## src/rtl/sqrt_dispatch_if.sv

```systemverilog
// Bundles the operand stream, sqrt-core and result handshake signals of sqrt_dispatch.
// The slave modport is the dispatcher's view; master is the environment's view.
interface sqrt_dispatch_if;
  logic [31:0] in_val;
  logic        in_valid;
  logic        in_ready;
  logic [31:0] core_val;
  logic        core_start_n;
  logic [15:0] core_out;
  logic        core_eop;
  logic [15:0] res_out;
  logic [31:0] res_val;
  logic        res_valid;
  logic        res_ready;
  logic        err;

  modport slave (
    input  in_val, in_valid, core_out, core_eop, res_ready,
    output in_ready, core_val, core_start_n, res_out, res_val, res_valid, err
  );

  modport master (
    output in_val, in_valid, core_out, core_eop, res_ready,
    input  in_ready, core_val, core_start_n, res_out, res_val, res_valid, err
  );
endinterface

```

## src/rtl/sqrt_dispatch.sv

```systemverilog
// Queues operands in a small FIFO and feeds them one at a time to an external sqrt core,
// holding each result (or a timeout marker) until the consumer takes it.
module sqrt_dispatch #(
  parameter int unsigned DEPTH   = 4,
  parameter int unsigned TIMEOUT = 64
) (
  input  logic           clk,
  input  logic           rst,
  sqrt_dispatch_if.slave bus_io
);
  localparam int unsigned PtrW = (DEPTH > 1) ? $clog2(DEPTH) : 1;
  localparam int unsigned CntW = $clog2(DEPTH + 1);
  localparam int unsigned TmoW = $clog2(TIMEOUT + 1);

  typedef enum logic [1:0] {StIdle, StLaunch, StWait, StHold} state_e;

  state_e          state_q, state_d;
  logic [31:0]     mem_q [DEPTH];
  logic [31:0]     mem_d [DEPTH];
  logic [PtrW-1:0] wr_ptr_q, wr_ptr_d;
  logic [PtrW-1:0] rd_ptr_q, rd_ptr_d;
  logic [CntW-1:0] count_q, count_d;
  logic [31:0]     core_val_q, core_val_d;
  logic [15:0]     res_out_q, res_out_d;
  logic [31:0]     res_val_q, res_val_d;
  logic            res_valid_q, res_valid_d;
  logic            err_q, err_d;
  logic [TmoW-1:0] tmo_q, tmo_d;
  logic            core_eop_q;

  logic full, empty, push, pop, eop_edge;

  assign full     = (count_q == CntW'(DEPTH));
  assign empty    = (count_q == '0);
  assign push     = bus_io.in_valid & ~full;
  assign pop      = (state_q == StIdle) & ~empty;
  assign eop_edge = bus_io.core_eop & ~core_eop_q;

  // FIFO storage and occupancy; simultaneous push and pop leave the count unchanged.
  always_comb begin
    mem_d    = mem_q;
    wr_ptr_d = wr_ptr_q;
    rd_ptr_d = rd_ptr_q;
    count_d  = count_q;
    if (push) begin
      mem_d[wr_ptr_q] = bus_io.in_val;
      wr_ptr_d        = wr_ptr_q + PtrW'(1);
    end
    if (pop) begin
      rd_ptr_d = rd_ptr_q + PtrW'(1);
    end
    case ({push, pop})
      2'b10:   count_d = count_q + CntW'(1);
      2'b01:   count_d = count_q - CntW'(1);
      default: count_d = count_q;
    endcase
  end

  always_comb begin
    state_d     = state_q;
    core_val_d  = core_val_q;
    res_out_d   = res_out_q;
    res_val_d   = res_val_q;
    res_valid_d = res_valid_q;
    err_d       = err_q;
    tmo_d       = tmo_q;
    unique case (state_q)
      StIdle: begin
        if (!empty) begin
          core_val_d = mem_q[rd_ptr_q];
          state_d    = StLaunch;
        end
      end
      StLaunch: begin
        tmo_d   = '0;
        state_d = StWait;
      end
      StWait: begin
        if (eop_edge) begin
          res_out_d   = bus_io.core_out;
          res_val_d   = core_val_q;
          res_valid_d = 1'b1;
          state_d     = StHold;
        end else if (tmo_q == TmoW'(TIMEOUT - 1)) begin
          // Core never finished: flag it and hand back an all-ones marker result.
          err_d       = 1'b1;
          res_out_d   = 16'hFFFF;
          res_val_d   = core_val_q;
          res_valid_d = 1'b1;
          state_d     = StHold;
        end else begin
          tmo_d = tmo_q + TmoW'(1);
        end
      end
      StHold: begin
        if (bus_io.res_ready) begin
          res_valid_d = 1'b0;
          state_d     = StIdle;
        end
      end
      default: state_d = StIdle;
    endcase
  end

  always_ff @(posedge clk) begin
    mem_q <= mem_d;
  end

  always_ff @(posedge clk or negedge rst) begin
    if (!rst) begin
      state_q     <= StIdle;
      wr_ptr_q    <= '0;
      rd_ptr_q    <= '0;
      count_q     <= '0;
      core_val_q  <= '0;
      res_out_q   <= '0;
      res_val_q   <= '0;
      res_valid_q <= 1'b0;
      err_q       <= 1'b0;
      tmo_q       <= '0;
      core_eop_q  <= 1'b0;
    end else begin
      state_q     <= state_d;
      wr_ptr_q    <= wr_ptr_d;
      rd_ptr_q    <= rd_ptr_d;
      count_q     <= count_d;
      core_val_q  <= core_val_d;
      res_out_q   <= res_out_d;
      res_val_q   <= res_val_d;
      res_valid_q <= res_valid_d;
      err_q       <= err_d;
      tmo_q       <= tmo_d;
      core_eop_q  <= bus_io.core_eop;
    end
  end

  assign bus_io.in_ready     = ~full;
  assign bus_io.core_val     = core_val_q;
  assign bus_io.core_start_n = (state_q != StLaunch);
  assign bus_io.res_out      = res_out_q;
  assign bus_io.res_val      = res_val_q;
  assign bus_io.res_valid    = res_valid_q;
  assign bus_io.err          = err_q;
endmodule

```

## src/flat_wrapper.sv

```systemverilog
// flat-port wrapper written by rule: the top's interface ports become plain ports
module sqrt_dispatch_flat 
#(
  parameter int unsigned DEPTH   = 4,
  parameter int unsigned TIMEOUT = 64
)
  (clk, rst, bus_io_in_val, bus_io_in_valid, bus_io_core_out, bus_io_core_eop, bus_io_res_ready, bus_io_in_ready, bus_io_core_val, bus_io_core_start_n, bus_io_res_out, bus_io_res_val, bus_io_res_valid, bus_io_err);
  sqrt_dispatch_if bus_io_i ();
  input  logic clk;
  input  logic rst;
  input wire logic [$bits(bus_io_i.in_val)-1:0] bus_io_in_val;
  input wire logic [$bits(bus_io_i.in_valid)-1:0] bus_io_in_valid;
  input wire logic [$bits(bus_io_i.core_out)-1:0] bus_io_core_out;
  input wire logic [$bits(bus_io_i.core_eop)-1:0] bus_io_core_eop;
  input wire logic [$bits(bus_io_i.res_ready)-1:0] bus_io_res_ready;
  output wire logic [$bits(bus_io_i.in_ready)-1:0] bus_io_in_ready;
  output wire logic [$bits(bus_io_i.core_val)-1:0] bus_io_core_val;
  output wire logic [$bits(bus_io_i.core_start_n)-1:0] bus_io_core_start_n;
  output wire logic [$bits(bus_io_i.res_out)-1:0] bus_io_res_out;
  output wire logic [$bits(bus_io_i.res_val)-1:0] bus_io_res_val;
  output wire logic [$bits(bus_io_i.res_valid)-1:0] bus_io_res_valid;
  output wire logic [$bits(bus_io_i.err)-1:0] bus_io_err;
  assign bus_io_i.in_val = bus_io_in_val;
  assign bus_io_i.in_valid = bus_io_in_valid;
  assign bus_io_i.core_out = bus_io_core_out;
  assign bus_io_i.core_eop = bus_io_core_eop;
  assign bus_io_i.res_ready = bus_io_res_ready;
  assign bus_io_in_ready = bus_io_i.in_ready;
  assign bus_io_core_val = bus_io_i.core_val;
  assign bus_io_core_start_n = bus_io_i.core_start_n;
  assign bus_io_res_out = bus_io_i.res_out;
  assign bus_io_res_val = bus_io_i.res_val;
  assign bus_io_res_valid = bus_io_i.res_valid;
  assign bus_io_err = bus_io_i.err;
  sqrt_dispatch #(.DEPTH(DEPTH), .TIMEOUT(TIMEOUT)) u_core (.clk(clk), .rst(rst), .bus_io(bus_io_i));
endmodule
```

## config.mk

```make
export PLATFORM = sky130hd
export DESIGN_NAME = sqrt_dispatch_flat
export DESIGN_NICKNAME = d
export VERILOG_FILES = /design/src/rtl/sqrt_dispatch_if.sv /design/src/rtl/sqrt_dispatch.sv /design/src/flat_wrapper.sv
export SDC_FILE = /design/constraint.sdc
export NUM_CORES = 1
export LEC_CHECK = 0
export BUFFER_PORTS_ARGS = -buffer_cell sky130_fd_sc_hd__buf_2
export CORE_MARGIN = 3
export CORE_UTILIZATION = 55
export CTS_BUF_LIST = sky130_fd_sc_hd__clkbuf_16
export DETAILED_ROUTE_END_ITERATION = 16
export GPL_TIMING_DRIVEN = 0
export PLACE_DENSITY = 0.85
export SLEW_MARGIN = 15
export SYNTH_ARGS = -nofsm -noshare
export SYNTH_HDL_FRONTEND = slang
export SYNTH_SLANG_ARGS = --single-unit
```

## constraint.sdc

```tcl
create_clock -name clk -period 4.68 [get_ports clk]
set_input_delay 0.702 -clock clk [delete_from_list [all_inputs] [get_ports clk]]
set_output_delay 0.702 -clock clk [all_outputs]
set_load 0.02 [all_outputs]
```

# --- Yosys cells after proc, flatten, opt, wreduce, memory -nomap -nowiden ---
# Cells that the tools add are included.
totals:
  input_bits: 53
  regBits: 227
  out_inout_bits: 84
classes:
  n_eq_ne: 13
  n_bitwise: 9
  n_addsub: 5
  order_cmp: 3
  n_reduce_logical: 13
  muxes: 23
op_table:
  columns: ["op", "count"]
  rows:
  - ["$mux 32", 5]
  - ["$bwmux 128", 1]
  - ["$bmux 32 s2", 1]
  - ["$demux 32 s2", 1]
  - ["$mux 16", 2]
  - ["$mux 7", 2]
  - ["$pmux 7 s2", 1]
  - ["$reduce_and 3->1", 4]
  - ["$mux 2", 4]
  - ["$ne 2x2->1 const B", 4]
  - ["$pmux 2 s4", 1]
  - ["$reduce_bool 2->1", 4]
  - ["$add 7x1->7 const B", 1]
  - ["$eq 7x6->1 const B", 1]
  - ["$eq 2x2->1 const B", 3]
  - ["$ge 3x3->1 const B", 2]
  - ["$not 2->3", 2]
  - ["$pmux 3 s2", 1]
  - ["$add 2x1->2 const B", 2]
  - ["$eq 2x1->1 const B", 2]
  - ["$not 1->1", 4]
  - ["$reduce_and 2->1", 2]
  - ["$add 3x1->3 const B", 1]
  - ["$and 1x1->1", 3]
  - ["10 further kinds", 12]

# --- Logic depth before layout (Yosys ltp) ---
# Gate-level depths: netlist of run 1.
depth:
  ltp_word: 6
  mapped_depth: 11
  ltp_nobuf: 10

# --- Least setup slack after synthesis of run 1 ---
# No wires, ideal clock.
synth_timing:
  kind: "register -> register"
  from: "register u_core.state_q[0]"
  to: "register u_core.count_q[2]"
  stages_incl_launch_ff: 12
  arrival_ns: 2.055
  path_slack_ns: 2.546
  t_required_ns: 4.601
  synth_period_minus_slack_ns: 2.134
  cell_sequence: "dfrtp_1 inv_1 ha_1 nand2b_1 clkinv_1 buf_2 ha_1 inv_1 fa_1 xor2_1 nor2_1 xor2_1"
synth_via:
  elab_chain_cells: 4
synth_lines:
  columns: ["element", "line_no", "rtl"]
  rows:
  - ["start: declaration", "sqrt_dispatch.sv:17", "state_e state_q, state_d;"]
  - ["start signal: assignment", "sqrt_dispatch.sv:111", "state_q <= StIdle;"]
  - ["start signal: assignment", "sqrt_dispatch.sv:123", "state_q <= state_d;"]
  - ["$logic_not 2->1 (*)", "sqrt_dispatch.sv:36", "assign pop = (state_q == StIdle) & ~empty;"]
  - ["$and 1x1->1 (*)", "sqrt_dispatch.sv:36", null]
  - ["net u_core.pop", "sqrt_dispatch.sv:31", "logic full, empty, push, pop, eop_edge;"]
  - ["$eq 2x1->1 / $eq 2x2->1 (equally long branches)", "sqrt_dispatch.sv:52", "case ({push, pop})"]
  - ["$pmux 3 s2 / $reduce_bool 2->1 (equally long branches)", null, null]
  - ["end signal: assignment", "sqrt_dispatch.sv:126", "count_q <= count_d;"]
  - ["end: declaration", "sqrt_dispatch.sv:22", "logic [CntW-1:0] count_q, count_d;"]
# The timed path passes the listed nets; every way through them passes the cells marked *.
# A chain may end at the register's enable or synchronous reset.

# --- Worst setup path after layout of run 1 ---
# Same ends and word-level chain as after synthesis.

==> results of run 1 <==
-- cell usage after synthesis, types with 3 or more instances --
master    count  share of area
mux2_4       29          0.050
ha_1         11          0.016
dfrtp_1      99           0.28
a22o_1        3         0.0030
nor3_1        3         0.0017
mux4_2       32          0.082
buf_2         7         0.0040
a31oi_1       4         0.0029
buf_6         3         0.0039
o22a_1       16          0.016
edfxtp_1    128           0.44
inv_1        12         0.0051
and3_1        7         0.0050
xnor2_1       4         0.0040
nor2_1        3         0.0013
mux2_2       37          0.048
nand2_1       8         0.0034
clkbuf_1      8         0.0034
-- through the flow --
step                      cells   util
after detailed placement    799  0.641
final                       840  0.687
after CTS                   840  0.687
after global placement      794  0.631
after global routing        840  0.687
after floorplan             447      -
-- where the power goes --
part | switching, mW | internal (mW) | total, mW
Sequential | 0.339 | 2.79 | 3.13
Combinational | 1.43 | 1.25 | 2.68
Clock | 0.706 | 0.999 | 1.71
Total | 2.48 | 5.04 | 7.52
-- kinds of logic after synthesis --
group / share of synthesized area
xor+xnor: 0.00600
buf+inv: 0.0177
compound gates: 0.0339
fa+ha+maj: 0.0180
flops: 0.722
mux: 0.181
simple gates: 0.0219
-- worst reg2reg max path, stage by stage (launching register included) --
cell	delay (ns)
dfrtp_1	0.41
inv_1	0.12
ha_1	0.18
nand2b_1	0.11
clkinv_1	0.17
buf_2	0.31
ha_1	0.25
inv_1	0.07
fa_1	0.37
xor2_1	0.15
nor2_1	0.11
xor2_1	0.16
-- registers in the layout, indices dropped and copies added, names as in the netlist --
register and count:
u_core.tmo_q 7, u_core.bus_io.res_val 32, u_core.count_q 3, u_core.core_eop_q 1, u_core.state_q 2, u_core.bus_io.res_valid 1, u_core.bus_io.err 1, u_core.mem_q 128
u_core.bus_io.core_val 32, u_core.rd_ptr_q 2, u_core.wr_ptr_q 2, u_core.bus_io.res_out 16
-- layout make-up --
class                   instances  area share
plain buffers                  20      0.0101
clock inverters                18      0.0123
clock buffers                  23      0.0545
flip-flops and latches        227       0.599
repair buffers                141      0.0781
multi-input cells             187       0.217
well taps                     211      0.0250
inverters                      13     0.00462
-- routing by layer --
layer | part of all wire | GRT usage
met5 | 0 | 0
met2 | 0.49 | 0.325
met3 | 0.080 | 0.0424
met1 | 0.41 | 0.274
met4 | 0.019 | 0.0537
-- worst max path at each step --
stage / from / endpoint / cells past startpoint
after detailed placement: u_core.state_q[0] / u_core.count_q[2] / 11
after global placement: rst / u_core.bus_io.res_val[15] / 1
after floorplan: u_core.state_q[0] / u_core.count_q[2] / 11
after global routing: u_core.state_q[1] / u_core.count_q[2] / 11
after CTS: u_core.state_q[0] / u_core.count_q[2] / 11
final: u_core.state_q[0] / u_core.count_q[2] / 11
==> impl_results.md, run 1 <==
- # nets final: 678
- Endpoints failing hold: 0
- Final TNS setup: 0 ns
- Initial antenna violation count: 0
- RSZ-0062 raised after global routing: no
- Final Max Slew Viols: 0
- Synthesized flop and latch total: 227
- Cts bufs inserted: 23
- Crit path time final: 2.50 ns
- Mapped Area: 0.00876 sq mm
- Sink Count: 227
- Count of different cell masters after synthesis: 45
- CTS tree: yes
- RR Startpoint: u_core.state_q[0]
- Leading cell type in the layout, fill and taps excluded: buf_2
- Area of the multi-input gates: 0.00229 sq mm
- Clock latency at the later pin of the worst-skew pair: 0.49 ns
- Critical path type: reg2reg
- CTS H-tree lvls: 1
- Status: complete, no violations
- WL final: 17.1 mm
- Cells along the critical path: inv_1 -> ha_1 -> nand2b_1 -> clkinv_1 -> buf_2 -> ha_1 -> inv_1 -> fa_1 -> xor2_1 -> nor2_1 -> xor2_1
- Fmax: 401 MHz
- Remaining DRCs: 0
- Gr ovfl total: 0
- Final WS setup: 2.18 ns
- Die width: 132 um
- Dpl ws: 2.21 ns
- Slowest cell on crit path: dfrtp_1
- CP required: 5.09 ns
- Worst-path clk slew: 0.06 ns
- Leakage: 4.30 nW
- Post-CTS setup buffers: 0
- PD cells: 712 mW/mm^2
- Clock skew: 0.00900 ns
- P&R area growth vs syn: 20.5%
- Worst Max-Slew Pin Slew: 0.708 ns
- Minimum hold slack: 0.103 ns
- Crit end category: flip-flop
- Placeable core area: 0.0154 sq mm
- IO Pins: 137
- GR Util All Layers: 0.198
- Post_cts resized: 0
- Largest net degree at the start of global routing: 64
- Vias in the first global route: 4957
- Via/cell ratio: 5.60
- Setup Viol. Count Final: 0
- Fillers: 998
- Final worst path period share: 0.533
- Register area: 0.00632 sq mm
- CP max FO: 10
- DR WL/cell: 20.3 um
- Worst r2r dst: u_core.count_q[2]
- CTS hold repair buffers: 0
- Detailed Place HPWL: 11.4 mm
- Ant diodes: 0
- Critical path launch point type: flip-flop
- Vias: 4705
- Post-DP Area: 0.00985 sq mm
- Die footprint: 0.0175 sq mm
- Layout cell share with drive strength beyond 1: 0.455
- Row count: 45
- Global-route wire length before repair: 27.6 mm
- Router iterations before antenna repair: 5
- Max Cap Viol: 0
- Post-synthesis async set-or-reset flop share: 0.436
- Yosys warning count: 0
- Worst-case clock buffer depth: 3
- Worst VDD drop: 448 uV
- Worst R2R Setup Slack: 2.18 ns
- DRT antenna net count: 0
- Most frequent cells in the layout: buf_2, edfxtp_1, dfrtp_1
- Starting DRC count in detailed routing: 237
- CP bufs+invs: 4
- CTS root buf: clkbuf_16
- Worst hold path class: in2async
- Initial core utilization: 0.570
- IO Port Bufs: 136
- Gate Count Post-Synth: 447
- Placer Congestion: 0.761
- EDFF count, synth: 128
- CP arrival: 2.91 ns
- Seq/Total Area, Yosys: 0.722
- Worst rel slew slack: 0.528
- Ys flop type: edfxtp_1
- Crit-path max cell delay: 0.41 ns
- Syn Area/Cell: 19.6 sq um
- Post-route cell area: 0.0106 sq mm
- Net Count, Synth: 512
- Worst R2R Path Depth: 11
- Die Ht: 132 um
- Tot Pwr: 7.52 mW
- Top delay family on crit path: adder cells
No activity file was read; power rests on OpenSTA's default activity.
==> run 2: changes to the inputs <==
Settings changed: ABC_AREA from default to 1.
Clock period 4.68 ns to 2.6 ns, I/O delays scaled along.
==> run 2 against run 1 <==
- clock-buffer cell count rose by 1
- cell area rose by 1.2%
- critical path depth did not move
- non-clock buffer count rose by 19
- sequential share of layout area fell by 0.70 points
==> impl_results.md, run 2 <==
- Final worst path period share: 0.930 (+0.396)
- Clock skew: 0.0129 ns (+0.00393 ns)
- DR WL/cell: 16.8 um (-17%)
- IO Port Bufs: 136 (unchanged)
- Endpoints failing hold: 0 (unchanged)
- Global-route wire length before repair: 31.8 mm (+15%)
- Synthesized flop and latch total: 227 (unchanged)
- Post-route cell area: 0.0107 sq mm (+1.2%)
- Sink Count: 227 (unchanged)
- Via/cell ratio: 5.34 (-4.8%)
- Largest reg by FF count: u_core.mem_q
- Status: complete, no violations
- Die footprint: 0.0177 sq mm (+1.4%)
- Gate Count Post-Synth: 789 (+77%)
- RSZ-0062 raised after global routing: no
- Final TNS setup: 0 ns (unchanged)
- Fillers: 1062 (+6.4%)
- Comb pwr share: 0.377 (+0.020)
- Crit end category: flip-flop
- Die width: 133 um (+0.70%)
- Remaining DRCs: 0 (unchanged)
- Vias in the first global route: 6308 (+27%)
- CTS tree: yes
- Initial core utilization: 0.574 (+0.00410)
- Number of flip-flops in the largest register: 128 (unchanged)
- Row count: 45 (unchanged)
- Worst Max-Slew Pin Slew: 0.666 ns (-0.0418 ns)
- Net Count, Synth: 854 (+67%)
- Mapped Area: 0.00888 sq mm (+1.5%)
- Crit path time final: 2.42 ns (-0.0790 ns)
- Largest area contributor in the netlist: edfxtp_1
- Hold Crit Start: bus_io_core_eop
- Critical path launch point type: flip-flop
- Leading cell type in the layout, fill and taps excluded: buf_2
- Cell count of the worst hold path: 1
- Count of different cell masters after synthesis: 24 (-47%)
- RR Startpoint: u_core.state_q[0]
- Leakage: 4.63 nW (+7.6%)
- Cts bufs inserted: 22 (-4.3%)
- PD cells: 1250 mW/mm^2 (+75%)
- Dpl ws: -0.0256 ns (-2.24 ns)
- Largest cells by area after synthesis: edfxtp_1, dfrtp_1, o21ai_0, nor2_1, nand2_1
- CTS root buf: clkbuf_16
- CP arrival: 2.78 ns (-0.13 ns)
- WHS Endpoint: u_core.core_eop_q
- GR Util All Layers: 0.224 (+0.0258)
- Worst R2R Path Depth: 11 (unchanged)
- Non-filler cells, final: 1182 (+41%)
- Detailed Place HPWL: 13.2 mm (+16%)
- WL final: 19.8 mm (+16%)
- Critical path type: reg2reg
- Clk network pwr share: 0.217 (-0.010)
- Worst rel slew slack: 0.555 (+0.0268)
- EDFF count, synth: 128 (unchanged)
- DRT antenna net count: 0 (unchanged)
- Most frequent cells in the layout: buf_2, edfxtp_1, nor2_1
- Share of the synthesized area in the top cell type: 0.433 (-0.00630)
- Minimum hold slack: 0.0231 ns (-0.0795 ns)
- Post-synthesis async set-or-reset flop share: 0.436 (unchanged)
- Worst-path clk slew: 0.06 ns (about the same)
- Seq pwr share: 0.406 (-0.010)
- Placer Congestion: 0.828 (+8.7%)
- Utilization after layout: 0.690 (+0.00309)
- IO Pins: 137 (unchanged)
- Seq/Total Area, Yosys: 0.711 (-0.0104)
- Post-DP Area: 0.0100 sq mm (+1.5%)
- Worst r2r dst: u_core.count_q[2]
- Commonest cells post-synth: edfxtp_1, nor2_1, nand2_1, o21ai_0, dfrtp_1
- Max Cap Viol: 0 (unchanged)
- Worst R2R Setup Slack: 0.18 ns (-2.00 ns)
- Final WS setup: 0.183 ns (-2.00 ns)
- Largest net degree at the start of global routing: 56 (-13%)
- Layout cell share with drive strength beyond 1: 0.209 (-0.245)
- Setup Viol. Count Final: 0 (unchanged)
- Fmax: 414 MHz (+3.3%)
- Yosys warning count: 0 (unchanged)
- Gr ovfl total: 0 (unchanged)
- Worst hold path class: in2reg
- Clock latency at the later pin of the worst-skew pair: 0.50 ns (about the same)
- Syn Area/Cell: 11.3 sq um (-43%)
- CP max FO: 19 (+9)
- Initial antenna violation count: 3 (+3)
- Worst VDD drop: 581 uV (+30%)
- Die Ht: 133 um (+0.70%)
- Worst-case clock buffer depth: 3 (unchanged)
- Net Sw Power: 5.16 mW (+110%)
- Vias: 6306 (+34%)
- Final Max Slew Viols: 0 (unchanged)
- Placed Instances: 1141 (+43%)
- Tot Pwr: 13.3 mW (+77%)
- Ys flop type: edfxtp_1
- CP required: 2.97 ns (-2.12 ns)
- CTS H-tree lvls: 1 (unchanged)
- Top-count cell post-synth: edfxtp_1
- P&R area growth vs syn: 20.2%
- Starting DRC count in detailed routing: 553 (+130%)
- Internal power: 8.15 mW (+62%)
- Placeable core area: 0.0155 sq mm (+0.73%)
- CP Launch Point: u_core.state_q[0]
- Sw Share: 0.388 (+0.0580)
- Router iterations before antenna repair: 5 (unchanged)
- # nets final: 1019 (+50%)
-- run 2: critical path: stages, from the launching register on --
cell	delay [ns]
dfrtp_1	0.42
inv_1	0.13
ha_1	0.21
nand2_1	0.14
inv_1	0.12
buf_4	0.25
ha_1	0.18
inv_1	0.06
fa_1	0.37
a21oi_1	0.15
o21ai_0	0.11
xor2_1	0.16
-- run 2: logic make-up (layout without fill, tap and decap cells) --
group	Yosys count	in the layout	share of synthesized area
AOI/OAI and AO/OA	183	183	0.103
DFF	227	227	0.711
xor gates and xnor gates	4	4	0.00394
adders and majority gates	12	12	0.0177
buffers and inverters	94	274	0.0437
other	0	2	0
and+or+nand+nor	269	269	0.120
-- run 2: worst max-delay path by stage --
stage                   endpoint  slack, ns  cells past startpoint
2_1_floorplan    u_core.mem_q[0]      -0.08                      4
3_3_place_gp    u_core.mem_q[19]      -1.07                      4
3_5_place_dp   u_core.count_q[2]      -0.03                     12
4_1_cts        u_core.count_q[2]       0.02                     12
5_1_grt        u_core.count_q[2]       0.02                     11
6_report       u_core.count_q[2]       0.18                     11
-- run 2: area by class of cell --
type,count,area (sq um),share of cell area
inverter,55,206,0.0193
antenna,2,5.00,0.000469
clock buffer,24,601,0.0562
sequential,227,6320,0.592
clock inverter,15,65.1,0.00609
multi-input combinational,468,2210,0.207
buffer,38,179,0.0168
timing repair buffer,142,835,0.0781
tap,211,264,0.0247
-- run 2: power groups by stage --
| stage | Clock (mW) | Sequential (mW) | Combinational [mW] |
|---|---|---|---|
| 2_1_floorplan | 0 | 6.13 | 2.43 |
| 3_3_place_gp | 0 | 5.45 | 4.68 |
| 3_5_place_dp | 0 | 5.45 | 4.98 |
| 4_1_cts | 2.93 | 5.39 | 5.05 |
| 5_1_grt | 3.06 | 5.51 | 5.58 |
| 6_report | 2.89 | 5.40 | 5.02 |
-- run 2: layer usage --
metal  GRT usage  up-vias  share of wire
met1       0.288     2995           0.41
li1            -     2981              -
met3      0.0472       52          0.070
met4      0.0949        2          0.025
met5           0        -        0.00066
met2       0.373      276           0.50
-- run 2: timing repair --
item                                    CTS  global route
setup buffers                             0             0
endpoints found under the setup margin    1             1
gates resized for setup                   1             2
cloned                                    0             0
hold buffers                              1             0
endpoints found under the hold margin    44             0
==> run 3: changes to the inputs <==
Settings changed: GPL_TIMING_DRIVEN 0 to default.
==> run 3 against run 2 <==
- critical path depth fell by 2
- highest routed layer is now met4
- register-to-register slack improved by 0.30 ns
- largest cell class unchanged
- clock power increased by 6%
- final cell count down 2.1%
- core utilization is 0.66 points lower
- largest power group unchanged
- sequential power grew 2%
- first-iteration DRC count shrank 24%
- worst setup slack gained 0.30 ns
==> impl_results.md, run 3 (synthesis results as in run 2) <==
- End of the critical path: u_core.count_q[2]
- Detailed Place HPWL: 11.8 mm (-11%)
- Tot Pwr: 13.2 mW (-0.71%)
- Row count: 45 (unchanged)
- Clk network pwr share: 0.231 (+0.014)
- Worst hold path class: in2reg
- Sw Share: 0.379 (-0.00890)
- Endpoints failing hold: 0 (unchanged)
- Die footprint: 0.0177 sq mm (unchanged)
- Starting DRC count in detailed routing: 420 (-24%)
- Fillers: 1066 (+0.38%)
- Crit end category: flip-flop
- Worst Max-Slew Pin Slew: 0.716 ns (+0.0498 ns)
- CP arrival: 2.48 ns (-0.30 ns)
- IO Pins: 137 (unchanged)
- Clock latency at the later pin of the worst-skew pair: 0.51 ns (about the same)
- Seq pwr share: 0.415 (+0.009)
- Critical path launch point type: flip-flop
- CP Launch Point: u_core.count_q[0]
- CP max FO: 6 (-13)
- DRT antenna net count: 0 (unchanged)
- Worst r2r dst: u_core.count_q[2]
- # nets final: 994 (-2.5%)
- Via/cell ratio: 5.31 (-0.56%)
- CTS H-tree lvls: 1 (unchanged)
- Global-route wire length before repair: 30.2 mm (-5.0%)
- Most frequent cells in the layout: buf_2, edfxtp_1, nor2_1
- Remaining DRCs: 0 (unchanged)
- IO Port Bufs: 136 (unchanged)
- Die Ht: 133 um (unchanged)
- Worst-case clock buffer depth: 3 (unchanged)
- WL final: 18.5 mm (-6.6%)
- CTS root buf: clkbuf_16
- Placer Congestion: 0.808 (-2.4%)
- Initial antenna violation count: 0 (-3)
- Minimum hold slack: 0.0400 ns (+0.0169 ns)
- Largest net degree at the start of global routing: 72 (+29%)
- Number of flip-flops in the largest register: 128 (unchanged)
- Placeable core area: 0.0155 sq mm (unchanged)
- Leakage: 4.59 nW (-0.87%)
- Internal power: 8.21 mW (+0.73%)
- Non-filler cells, final: 1157 (-2.1%)
- Vias: 6138 (-2.7%)
- Setup Viol. Count Final: 0 (unchanged)
- CP required: 2.96 ns (about the same)
- Leading cell type in the layout, fill and taps excluded: buf_2
- RR Startpoint: u_core.count_q[0]
- Max Cap Viol: 0 (unchanged)
- Ant diodes: 0 (-2)
- Worst VDD drop: 589 uV (+1.4%)
- Placed Instances: 1114 (-2.4%)
- Critical path type: reg2reg
- Largest reg by FF count: u_core.mem_q
- GR Util All Layers: 0.209 (-0.0145)
- Gr ovfl total: 0 (unchanged)
- Worst-path clk slew: 0.06 ns (about the same)
- PD cells: 1250 mW/mm^2 (+0.25%)
- Crit path time final: 2.12 ns (-0.299 ns)
- CTS tree: yes
- Cts bufs inserted: 23 (+4.5%)
- Net Sw Power: 5.01 mW (-3.0%)
- Status: complete, no violations
- Vias in the first global route: 6046 (-4.2%)
- Clock skew: 0.0281 ns (+0.0152 ns)
- Worst R2R Setup Slack: 0.48 ns (+0.30 ns)
- Layout cell share with drive strength beyond 1: 0.206 (-0.00336)
- RSZ-0062 raised after global routing: no
- DR WL/cell: 16.0 um (-4.5%)
- Worst rel slew slack: 0.523 (-0.0321)
- Router iterations before antenna repair: 5 (unchanged)
- Final worst path period share: 0.815 (-0.115)
- P&R area growth vs syn: 19.1%
- Fmax: 472 MHz (+14%)
- Sink Count: 227 (unchanged)
- Comb pwr share: 0.354 (-0.023)
- Utilization after layout: 0.683 (-0.00663)
- Initial core utilization: 0.574 (unchanged)
- Die width: 133 um (unchanged)
- Worst R2R Path Depth: 9 (-2)
- Final Max Slew Viols: 0 (unchanged)
run 3: area by class of cell:
class                      instances  area, sq um  share of cell area
clock buffer                      23          576              0.0544
sequential                       227         6320               0.598
clock inverter                    19          133              0.0125
tap                              211          264              0.0250
multi-input combinational        468         2210               0.209
timing repair buffer             154          871              0.0823
inverter                          55          206              0.0195
run 3: stage by stage:
stage	cell area, sq um	setup slack, ns	TNS [ns]
2_1_floorplan	8880	-0.0821	-10.50
3_3_place_gp	9860	0.624	0
3_5_place_dp	9860	0.526	0
4_1_cts	10600	0.512	0
5_1_grt	10600	0.320	0
6_report	10600	0.482	0
run 3: worst min-delay path by stage:
| stage | slack [ns] | start | cells past startpoint | end |
|---|---|---|---|---|
| floorplan | 0.09 | rst | 0 | u_core.bus_io.core_val[0] |
| global placement | 0.34 | rst | 1 | u_core.bus_io.res_out[9] |
| detailed placement | 0.34 | rst | 1 | u_core.bus_io.res_out[9] |
| CTS | 0.02 | bus_io_core_eop | 1 | u_core.core_eop_q |
| global route | 0.02 | bus_io_core_eop | 1 | u_core.core_eop_q |
| finish | 0.04 | bus_io_core_eop | 1 | u_core.core_eop_q |
run 3: worst max-delay path, cell delays in order (launching register included):
cell     delay (ns)
dfrtp_1        0.39
inv_1          0.14
nand3_1        0.11
nand2_1        0.24
ha_1           0.21
inv_1          0.08
fa_1           0.39
a21oi_1        0.15
o21ai_0        0.12
xor2_1         0.16
run 3: routing by layer:
layer,vias to the layer above,share of wire,GRT usage
met4,0,0.029,0.0834
li1,2937,-,-
met5,-,0,0
met2,210,0.48,0.350
met1,2951,0.43,0.280
met3,40,0.061,0.0302
run 3: timing repair:
item                                   4_1_cts  5_1_grt
gates resized for setup                      0        0
endpoints found under the hold margin       28        0
buffers inserted                             0        0
hold buffers                                 1        0
run 3: power by group through the flow:
stage / Combinational (mW) / Clock, mW / Sequential, mW
after floorplan: 2.43 / 0 / 6.13
after global placement: 4.52 / 0 / 5.49
after detailed placement: 4.68 / 0 / 5.52
after CTS: 4.73 / 3.11 / 5.47
after global routing: 5.23 / 3.25 / 5.60
final: 4.68 / 3.05 / 5.49
